File: config.mk
export PLATFORM = sky130hd
export DESIGN_NAME = lock_output_error_monitor_flat
export DESIGN_NICKNAME = d
export VERILOG_FILES = /design/src/rtl/lock_output_error_monitor_if.sv /design/src/rtl/lock_output_error_monitor.sv /design/src/flat_wrapper.sv
export SDC_FILE = /design/constraint.sdc
export NUM_CORES = 1
export LEC_CHECK = 0
export ABC_AREA = 0
export CORE_UTILIZATION = 46
export CTS_BUF_LIST = sky130_fd_sc_hd__clkbuf_4 sky130_fd_sc_hd__clkbuf_8
export DETAILED_ROUTE_END_ITERATION = 12
export PLACE_DENSITY = 0.77
export SLEW_MARGIN = 20
export SYNTH_ARGS = -nofsm -noshare
export SYNTH_HDL_FRONTEND = slang
export SYNTH_SLANG_ARGS = --single-unit
File: constraint.sdc
create_clock -name clk_i -period 5.2 [get_ports clk_i]
set_input_delay 0.52 -clock clk_i [delete_from_list [all_inputs] [get_ports clk_i]]
set_output_delay 0.52 -clock clk_i [all_outputs]
set_load 0.01 [all_outputs]
File: src/rtl/lock_output_error_monitor_if.sv
// Vector bus from the locked adder into the error monitor: operands, result and valid.
interface lock_output_error_monitor_if #(
  parameter int unsigned WIDTH = 16
);
  logic             vld_i;
  logic [WIDTH-1:0] add1_i;
  logic [WIDTH-1:0] add2_i;
  logic [WIDTH:0]   result_i;

  modport master (output vld_i, add1_i, add2_i, result_i);
  modport slave  (input  vld_i, add1_i, add2_i, result_i);
endinterface

File: src/rtl/lock_output_error_monitor.sv
// Windowed output-corruption monitor for a locked adder: counts mismatches, Hamming sum and max.
// Optional first-mismatch capture ports are enabled by defining LOCK_ERR_FIRST_CAPTURE_EN.
module lock_output_error_monitor #(
  parameter int unsigned WIDTH     = 16,
  parameter int unsigned KEY_WIDTH = 32,
  parameter int unsigned CNT_WIDTH = 16,
  parameter int unsigned ACC_WIDTH = 24
) (
  input  logic                     clk_i,
  input  logic                     rst_i,
  input  logic                     start_i,
  input  logic [CNT_WIDTH-1:0]     num_vec_i,
  input  logic [KEY_WIDTH-1:0]     keyinput_i,
  lock_output_error_monitor_if.slave vec_if,
  output logic                     busy_o,
  output logic                     done_o,
  output logic [CNT_WIDTH-1:0]     err_cnt_o,
  output logic [ACC_WIDTH-1:0]     hd_sum_o,
  output logic [4:0]               max_hd_o,
  output logic [KEY_WIDTH-1:0]     key_o
`ifdef LOCK_ERR_FIRST_CAPTURE_EN
  ,
  output logic                     first_err_vld_o,
  output logic [CNT_WIDTH-1:0]     first_err_idx_o,
  output logic [WIDTH-1:0]         first_err_a_o,
  output logic [WIDTH-1:0]         first_err_b_o,
  output logic [WIDTH:0]           first_err_res_o
`endif
);

  localparam int unsigned RES_W     = WIDTH + 1;
  localparam int unsigned ACC_EXT_W = ACC_WIDTH + 1;
  localparam int unsigned HD_W      = 5;

  typedef enum logic [1:0] {ST_IDLE, ST_RUN, ST_DRAIN, ST_DONE} state_t;

  state_t               r_state, w_state_nxt;
  logic                 r_drain2;
  logic                 r_busy, r_done;
  logic [CNT_WIDTH-1:0] r_cnt, r_num_vec;
  logic [KEY_WIDTH-1:0] r_key;
  logic                 w_start_acc, w_accept;
  logic [CNT_WIDTH-1:0] w_cnt_nxt;

  logic                 r_v1;
  logic [RES_W-1:0]     r_diff;
  logic [RES_W-1:0]     w_golden;
  logic [HD_W-1:0]      w_hd;
  logic [ACC_EXT_W-1:0] w_hd_ext;
  logic [CNT_WIDTH-1:0] r_err_cnt;
  logic [ACC_WIDTH-1:0] r_hd_sum;
  logic [HD_W-1:0]      r_max_hd;

  assign w_cnt_nxt = r_cnt + CNT_WIDTH'(1);
  assign w_golden  = {1'b0, vec_if.add1_i} + {1'b0, vec_if.add2_i};

  // Next-state and window-control decode
  always_comb begin
    w_state_nxt = r_state;
    w_start_acc = 1'b0;
    w_accept    = 1'b0;
    case (r_state)
      ST_IDLE: begin
        if (start_i) begin
          w_start_acc = 1'b1;
          w_state_nxt = (num_vec_i == '0) ? ST_DRAIN : ST_RUN;
        end
      end
      ST_RUN: begin
        if (vec_if.vld_i) begin
          w_accept = 1'b1;
          if (w_cnt_nxt == r_num_vec) w_state_nxt = ST_DRAIN;
        end
      end
      ST_DRAIN: if (r_drain2) w_state_nxt = ST_DONE;
      ST_DONE:  w_state_nxt = ST_IDLE;
      default:  w_state_nxt = ST_IDLE;
    endcase
  end

  always_ff @(posedge clk_i) begin
    if (rst_i) begin
      r_state   <= ST_IDLE;
      r_drain2  <= 1'b0;
      r_busy    <= 1'b0;
      r_done    <= 1'b0;
      r_cnt     <= '0;
      r_num_vec <= '0;
      r_key     <= '0;
    end else begin
      r_state  <= w_state_nxt;
      r_drain2 <= (r_state == ST_DRAIN) && !r_drain2;
      r_busy   <= (w_state_nxt == ST_RUN) || (w_state_nxt == ST_DRAIN);
      r_done   <= (w_state_nxt == ST_DONE);
      if (w_start_acc) begin
        r_cnt     <= '0;
        r_num_vec <= num_vec_i;
        r_key     <= keyinput_i;
      end else if (w_accept) begin
        r_cnt <= w_cnt_nxt;
      end
    end
  end

  // S1: golden sum compare
  always_ff @(posedge clk_i) begin
    if (rst_i) begin
      r_v1   <= 1'b0;
      r_diff <= '0;
    end else begin
      r_v1 <= w_accept;
      if (w_accept) r_diff <= vec_if.result_i ^ w_golden;
    end
  end

  always_comb begin
    w_hd = '0;
    for (int i = 0; i < RES_W; i++) w_hd = w_hd + HD_W'(r_diff[i]);
  end

  assign w_hd_ext = {1'b0, r_hd_sum} + ACC_EXT_W'(w_hd);

  // S2: saturating accumulators
  always_ff @(posedge clk_i) begin
    if (rst_i) begin
      r_err_cnt <= '0;
      r_hd_sum  <= '0;
      r_max_hd  <= '0;
    end else if (w_start_acc) begin
      r_err_cnt <= '0;
      r_hd_sum  <= '0;
      r_max_hd  <= '0;
    end else if (r_v1) begin
      if ((|r_diff) && !(&r_err_cnt)) r_err_cnt <= r_err_cnt + CNT_WIDTH'(1);
      r_hd_sum <= w_hd_ext[ACC_WIDTH] ? '1 : w_hd_ext[ACC_WIDTH-1:0];
      if (w_hd > r_max_hd) r_max_hd <= w_hd;
    end
  end

`ifdef LOCK_ERR_FIRST_CAPTURE_EN
  logic [CNT_WIDTH-1:0] r_idx1;
  logic [WIDTH-1:0]     r_a1, r_b1;
  logic [RES_W-1:0]     r_res1;
  logic                 r_fe_vld;
  logic [CNT_WIDTH-1:0] r_fe_idx;
  logic [WIDTH-1:0]     r_fe_a, r_fe_b;
  logic [RES_W-1:0]     r_fe_res;

  // Vector index and payload travel alongside S1 so S2 can latch the first mismatch
  always_ff @(posedge clk_i) begin
    if (rst_i) begin
      r_idx1 <= '0;
      r_a1   <= '0;
      r_b1   <= '0;
      r_res1 <= '0;
    end else if (w_accept) begin
      r_idx1 <= r_cnt;
      r_a1   <= vec_if.add1_i;
      r_b1   <= vec_if.add2_i;
      r_res1 <= vec_if.result_i;
    end
  end

  always_ff @(posedge clk_i) begin
    if (rst_i || w_start_acc) begin
      r_fe_vld <= 1'b0;
      r_fe_idx <= '0;
      r_fe_a   <= '0;
      r_fe_b   <= '0;
      r_fe_res <= '0;
    end else if (r_v1 && (|r_diff) && !r_fe_vld) begin
      r_fe_vld <= 1'b1;
      r_fe_idx <= r_idx1;
      r_fe_a   <= r_a1;
      r_fe_b   <= r_b1;
      r_fe_res <= r_res1;
    end
  end

  assign first_err_vld_o = r_fe_vld;
  assign first_err_idx_o = r_fe_idx;
  assign first_err_a_o   = r_fe_a;
  assign first_err_b_o   = r_fe_b;
  assign first_err_res_o = r_fe_res;
`endif

  assign busy_o    = r_busy;
  assign done_o    = r_done;
  assign err_cnt_o = r_err_cnt;
  assign hd_sum_o  = r_hd_sum;
  assign max_hd_o  = r_max_hd;
  assign key_o     = r_key;

endmodule

File: src/flat_wrapper.sv
// flat-port wrapper written by rule: the top's interface ports become plain ports
module lock_output_error_monitor_flat 
#(
  parameter int unsigned WIDTH     = 16,
  parameter int unsigned KEY_WIDTH = 32,
  parameter int unsigned CNT_WIDTH = 16,
  parameter int unsigned ACC_WIDTH = 24
)
  (clk_i, rst_i, start_i, num_vec_i, keyinput_i, busy_o, done_o, err_cnt_o, hd_sum_o, max_hd_o, key_o, vec_if_vld_i, vec_if_add1_i, vec_if_add2_i, vec_if_result_i);
  lock_output_error_monitor_if #(.WIDTH(WIDTH)) vec_if_i ();
  input  logic clk_i;
  input  logic rst_i;
  input  logic start_i;
  input  logic [CNT_WIDTH-1:0] num_vec_i;
  input  logic [KEY_WIDTH-1:0] keyinput_i;
  output logic busy_o;
  output logic done_o;
  output logic [CNT_WIDTH-1:0] err_cnt_o;
  output logic [ACC_WIDTH-1:0] hd_sum_o;
  output logic [4:0] max_hd_o;
  output logic [KEY_WIDTH-1:0] key_o;
  input wire logic [$bits(vec_if_i.vld_i)-1:0] vec_if_vld_i;
  input wire logic [$bits(vec_if_i.add1_i)-1:0] vec_if_add1_i;
  input wire logic [$bits(vec_if_i.add2_i)-1:0] vec_if_add2_i;
  input wire logic [$bits(vec_if_i.result_i)-1:0] vec_if_result_i;
  assign vec_if_i.vld_i = vec_if_vld_i;
  assign vec_if_i.add1_i = vec_if_add1_i;
  assign vec_if_i.add2_i = vec_if_add2_i;
  assign vec_if_i.result_i = vec_if_result_i;
  lock_output_error_monitor #(.WIDTH(WIDTH), .KEY_WIDTH(KEY_WIDTH), .CNT_WIDTH(CNT_WIDTH), .ACC_WIDTH(ACC_WIDTH)) u_core (.clk_i(clk_i), .rst_i(rst_i), .start_i(start_i), .num_vec_i(num_vec_i), .keyinput_i(keyinput_i), .vec_if(vec_if_i), .busy_o(busy_o), .done_o(done_o), .err_cnt_o(err_cnt_o), .hd_sum_o(hd_sum_o), .max_hd_o(max_hd_o), .key_o(key_o));
endmodule
Word-level counts from Yosys, hierarchy flattened
Cells that the tools add are included.

Register bits after elaboration: 132. Input bits: 101. Output and inout port bits: 79. Logic and storage cells: 64.

Muxes and demuxes: 11. Reduce and logical (&&, ||, !) cells: 12. Add/sub/neg operators: 20. Eq/ne operators: 7. Magnitude comparators: 1. Bitwise gates (word level): 1.

Operator list (number): adder 5 x 1 -> 5 bit (15); adder 16 x 1 -> 16 bit, second input constant (2); adder 24 x 5 -> 25 bit (1); two-way mux 24 bit (1); adder 16 x 16 -> 17 bit (1); OR reduction 17 bit (1); XOR 17 bit (1); == test 16 bit (1); zero test 16 bit (1); AND reduction 16 bit (1); two-way mux 2 bit (5); == test 2 bit, second input constant (4); case mux 2 bit (4 select lines) (1); greater-than comparator 5 bit (1); == test 2 x 1 -> 1 bit, second input constant (2); two-way mux 1 bit (4); AND reduction 2 bit (2); adder 1 x 1 -> 2 bit (1); logical AND 1 bit (2); zero test 1 bit (2); zero test 2 bit (1); OR reduction 2 bit (1); logical OR 1 bit (1).

Longest topological paths before layout
Depth after elaboration: 18. Mapped depth: 21.

Worst setup path after synthesis
OpenSTA, ideal clock, no wires.

Path kind: register to register. From: reg u_core.r_diff[0]. To: reg u_core.r_hd_sum[20], in the netlist u_core.hd_sum_o[20]. Clock period less this slack: 5.063 ns. Setup slack: 0.137 ns. Arrival time: 4.972 ns. Stages on the path, launching flop included: 20. Buffers on the path: 0. Cells stage by stage: dfxtp_1 inv_1 ha_1 inv_1 fa_1 fa_1 fa_1 fa_1 inv_1 ha_1 inv_1 fa_1 xnor2_1 ha_1 a21o_1 a21oi_1 o21a_1 nor3_1 a31oi_1 a311oi_1.

Cells in the longest elaborated chain, start to end: 18.

Ends and longest elaborated chain: start: declaration (line lock_output_error_monitor.sv:46) `logic [RES_W-1:0] r_diff;`; start signal: assignment (line lock_output_error_monitor.sv:112) `if (w_accept) r_diff <= vec_if.result_i ^ w_golden;`; adder 1 x 1 -> 2 bit (line lock_output_error_monitor.sv:118) `for (int i = 0; i < RES_W; i++) w_hd = w_hd + HD_W'(r_diff[i]);`; adder 5 x 1 -> 5 bit (15 in a row) (line lock_output_error_monitor.sv:118); named net u_core.w_hd[2] (line lock_output_error_monitor.sv:48) `logic [HD_W-1:0] w_hd;`; adder 24 x 5 -> 25 bit (line lock_output_error_monitor.sv:121) `assign w_hd_ext = {1'b0, r_hd_sum} + ACC_EXT_W'(w_hd);`; two-way mux 24 bit (line lock_output_error_monitor.sv:135) `r_hd_sum <= w_hd_ext[ACC_WIDTH] ? '1 : w_hd_ext[ACC_WIDTH-1:0];`; end signal: assignment (line lock_output_error_monitor.sv:135); end: declaration (line lock_output_error_monitor.sv:51) `logic [ACC_WIDTH-1:0] r_hd_sum;`.

The timed path passes the listed nets, and every way through them passes these cells. A chain may end at the register's enable or synchronous reset.

Worst setup path in the final report
From: reg u_core.r_diff[0]. To: reg u_core.r_max_hd[2], in the netlist u_core.max_hd_o[2].

Cells in the longest elaborated chain, start to end: 18.

Ends and longest elaborated chain: adder 1 x 1 -> 2 bit (line lock_output_error_monitor.sv:118); adder 5 x 1 -> 5 bit (15 in a row) (line lock_output_error_monitor.sv:118); named net u_core.w_hd[1] (line lock_output_error_monitor.sv:48); greater-than comparator 5 bit (line lock_output_error_monitor.sv:136) `if (w_hd > r_max_hd) r_max_hd <= w_hd;`; AND reduction 2 bit (no source line); end signal: assignment (line lock_output_error_monitor.sv:136); end: declaration (line lock_output_error_monitor.sv:52) `logic [HD_W-1:0] r_max_hd;`.

The timed path passes the listed nets, and every way through them passes these cells.

==> results.tsv <==
stage	metric	value	unit
worst_setup_path	worst-path-buf-inv	6	
cts	cts_buffers	17	
cts	cts_sinks	132	
route	drt-initial-drc-count	324	
synth	synthCells	862	
grt	grt_pass1_vias	6382	
power_and_ir_drop	swShare	29.13	%
sta	worstMarginPinSlew	1.101	ns
synth	synth_cell_types	61	
synth	synth_top_family_by_area	simple AND/OR/NAND/NOR gates	
sta	slew_viol_final	0	
sta	max_freq	192.6	MHz
route	wirelength	18.13	mm
cts	clockBufferDepth	2	
sta	rsz0062_at_grt	true	
worst_setup_path	critical_path_class	reg2reg	
power_and_ir_drop	p_per_area	285.2	nW/um^2
power_and_ir_drop	internal_power	2.008	mW
synth	synthTopCellsByCount	132 x dfxtp_1, 130 x nand2_1, 84 x a21oi_1	
die	core_area	15260	um^2
synth	synth_area	7198	um^2
synth	synth_top_cell_by_area	dfxtp_1	
worst_setup_path	cp_slowest_cell	fa_2	
power_and_ir_drop	p_leak	3.707	nW
die	num_rows	45	
synth	synthSimpleGateAreaFrac	21.28	%
sta	min_period	5.193	ns
worst_setup_path	cpLargestDelayFamily	adder cells	
final_layout	layout.cells.non_filler	1271	
flow_run	cap_violations	0	
worst_setup_path	cp_max_fo	3	
final_layout	fin_nets	1197	
hold_path	hp-class	reg2reg	
sta	slew_headroom	26.60	%
route	dr_total_vias	6733	
route	routedWlPerCell	14.26	um
status	run_status	completed	
worst_setup_path	startpoint_type	register	
synth	synth_most_common_cell	dfxtp_1	
grt	grt_use_total	22.60	%
synth	synth_compound_area_share	16.36	%
power_and_ir_drop	combPwrFrac	29.1	%
die	ios	180	
final_layout	syn_to_final_growth	37.98	%
route	drc	0	
cts	cts-htree-levels	4	
worst_setup_path	cp_slowest_stage_delay	0.60	ns
synth	yosysTopAreaCellShare	36.71	%
placement	place_congestion	0.8813	
die	start_util	47.18	%
sta	min_period_over_period	99.86	%
grt	grt_max_degree	78	
placement	portBuffers	179	
die	die_y	127.1	um
sta	setup_tns	0	ns
placement	dp.cells	1228	
synth	ys_seq_area_share	36.71	%
synth	synth_xor_area_share	9.977	%
sta	holdWs	0.4292	ns
sta	clock_skew	0.01176	ns
power_and_ir_drop	switchingPower	825.1	uW
final_layout	utilization	65.09	%
cts	clkLatencyLatePin	0.43	ns
grt	grt_pass1_wl	29.37	mm
worst_setup_path	crit_path_frequent_cell	fa_1	
synth	synth_edf_count	0	
worst_setup_path	crit_chain	inv_2 > ha_4 > inv_2 > fa_1 > fa_1 > fa_1 > fa_1 > inv_1 > ha_2 > inv_2 > fa_2 > inv_4 > ha_4 > nor2b_4 > o21a_1 > o21a_1 > o21ai_2 > a221oi_4 > buf_4 > mux2i_1 > nor2_1	
synth	ys_ff_latch	132	
synth	synthTopCellsByArea	dfxtp_1 37%, nand2_1 6.8%, ha_1 6.3%	
die	dieWidth	127.1	um
synth	async_reset_ff_share	0	%
worst_setup_path	worst-endpoint-arrival	5.47	ns
synth	ys.flop_type	dfxtp_1	
sta	setup_violations	0	
route	drt_first_pass_iters	5	
route	vias_per_cell	5.297	
placement	place_hpwl	13.10	mm
synth	syn_avg_cell_area	8.351	um^2
placement	post-place-ws	-0.2396	ns
synth	syn_nets	1012	
final_layout	antenna_cells	0	
grt	antenna_found_initial	0	
route	antenna_left	0	
worst_setup_path	cp-end-kind	register	
final_layout	drive_above_1_share	11.04	%
grt	gr-total-overflow	0	
synth	yosysWarnings	0	
worst_setup_path	cp.required	5.48	ns
synth	synth.area.mux_share	0.9734	%
power_and_ir_drop	clockPowerShare	32.5	%
sta	hold_viol	0	
cts	clk_pin_slew_worst_paths	0.08	ns
synth	synth_fa_ha_area_share	9.873	%
cts	hold_buffers	0	
power_and_ir_drop	seq_power_share	38.4	%
sta	worst_slack	0.007403	ns
die	die_area	16150	um^2
cts	cts_root_buf	clkbuf_8	
cts	cts_tree	yes	
power_and_ir_drop	vdd_drop_max	0.2031	mV
[stage by stage]
| stage | cell area, um^2 | power [mW] |
|---|---|---|
| detailed placement | 9205 | 1.797 |
| finish | 9932 | 2.833 |
| global placement | 9205 | 1.777 |
| global route | 9932 | 2.999 |
| floorplan | 7198 | 1.551 |
| CTS | 9653 | 2.727 |
[power by group through the flow]
| stage | sequential, mW | clock, mW | combinational (mW) |
|---|---|---|---|
| final | 1.09 | 0.920 | 0.824 |
| after global placement | 1.11 | 0 | 0.668 |
| after floorplan | 1.11 | 0 | 0.440 |
| after detailed placement | 1.11 | 0 | 0.686 |
| after global routing | 1.09 | 0.984 | 0.920 |
| after CTS | 1.09 | 0.947 | 0.692 |
[layout make-up]
type                            count  area, um^2
Multi-Input combinational cell    642        4427
Tap cell                          211       264.0
Clock buffer                       23       297.8
Timing Repair Buffer              203        1978
Sequential cell                   132        2645
Clock inverter                      9       126.4
Inverter                           51       193.9
Fill cell                        1327        5326
[placed cells by master, fill, tap and decap left out, types with 4 or more instances in the layout]
| cell | Yosys | final |
|---|---|---|
| a21o_1 | 12 | 12 |
| nand2b_1 | 4 | 4 |
| nor3b_1 | 5 | 5 |
| xor2_1 | 33 | 33 |
| and4_1 | 12 | 12 |
| clkdlybuf4s50_1 | 0 | 178 |
| nor3_1 | 14 | 13 |
| inv_2 | 0 | 5 |
| fa_1 | 13 | 11 |
| nand2_1 | 130 | 127 |
| nor4_1 | 15 | 13 |
| clkbuf_8 | 0 | 20 |
| nand3_1 | 17 | 17 |
| a211oi_1 | 16 | 13 |
| nand2_2 | 1 | 4 |
| inv_1 | 51 | 45 |
| nor3_2 | 3 | 4 |
| nand4_1 | 11 | 11 |
| clkinv_2 | 0 | 4 |
| o221a_2 | 6 | 6 |
| or3_1 | 12 | 11 |
| nor2b_1 | 5 | 4 |
| o21a_1 | 7 | 6 |
| ha_1 | 36 | 31 |
| and3_1 | 8 | 8 |
| o21ai_0 | 21 | 19 |
| a21oi_1 | 84 | 81 |
| buf_4 | 1 | 21 |
| nor2_1 | 67 | 63 |
| xnor2_1 | 49 | 49 |
| dfxtp_1 | 132 | 130 |
| a31oi_1 | 9 | 9 |
| mux2i_1 | 7 | 7 |
[kinds of logic (layout without fill, tap and decap cells)]
group	count (synthesis)	in the layout
flip-flops	132	132
XOR/XNOR	82	82
buffers and inverters	89	286
AO/OA/AOI/OAI	185	185
AND/OR/NAND/NOR	318	319
multiplexers	7	7
adder cells (fa/ha/maj)	49	49
[registers in the layout, summed over array words and instances, names as in the netlist, 2 cells and up]
| register | count |
|---|---|
| u_core.r_cnt | 16 |
| u_core.hd_sum_o | 24 |
| u_core.max_hd_o | 5 |
| u_core.key_o | 32 |
| u_core.r_num_vec | 16 |
| u_core.r_state | 2 |
| u_core.r_diff | 17 |
| u_core.err_cnt_o | 16 |
[routing by layer]
metal | part of all wire, % | track usage (%)
met5 | 0 | 0
met4 | 2.2 | 8.333
met1 | 44 | 27.69
met2 | 46 | 36.46
met3 | 7.4 | 8.166
[worst paths after layout]
path / start / end / slack [ns] / cells after the start
max: u_core.r_diff[0] / u_core.max_hd_o[2] / 0.007 / 21
min: u_core.r_drain2 / u_core.r_drain2 / 0.43 / 1
max reg2reg: u_core.r_diff[0] / u_core.max_hd_o[2] / 0.007 / 21
min reg2reg: u_core.r_drain2 / u_core.r_drain2 / 0.43 / 1
[repair_timing]
item,CTS,global route
resized for setup,4,49
pin swaps,3,32
setup buffers,1,9
cloned,0,1
setup endpoints to repair,20,29
(Power assumes the default switching activity.)
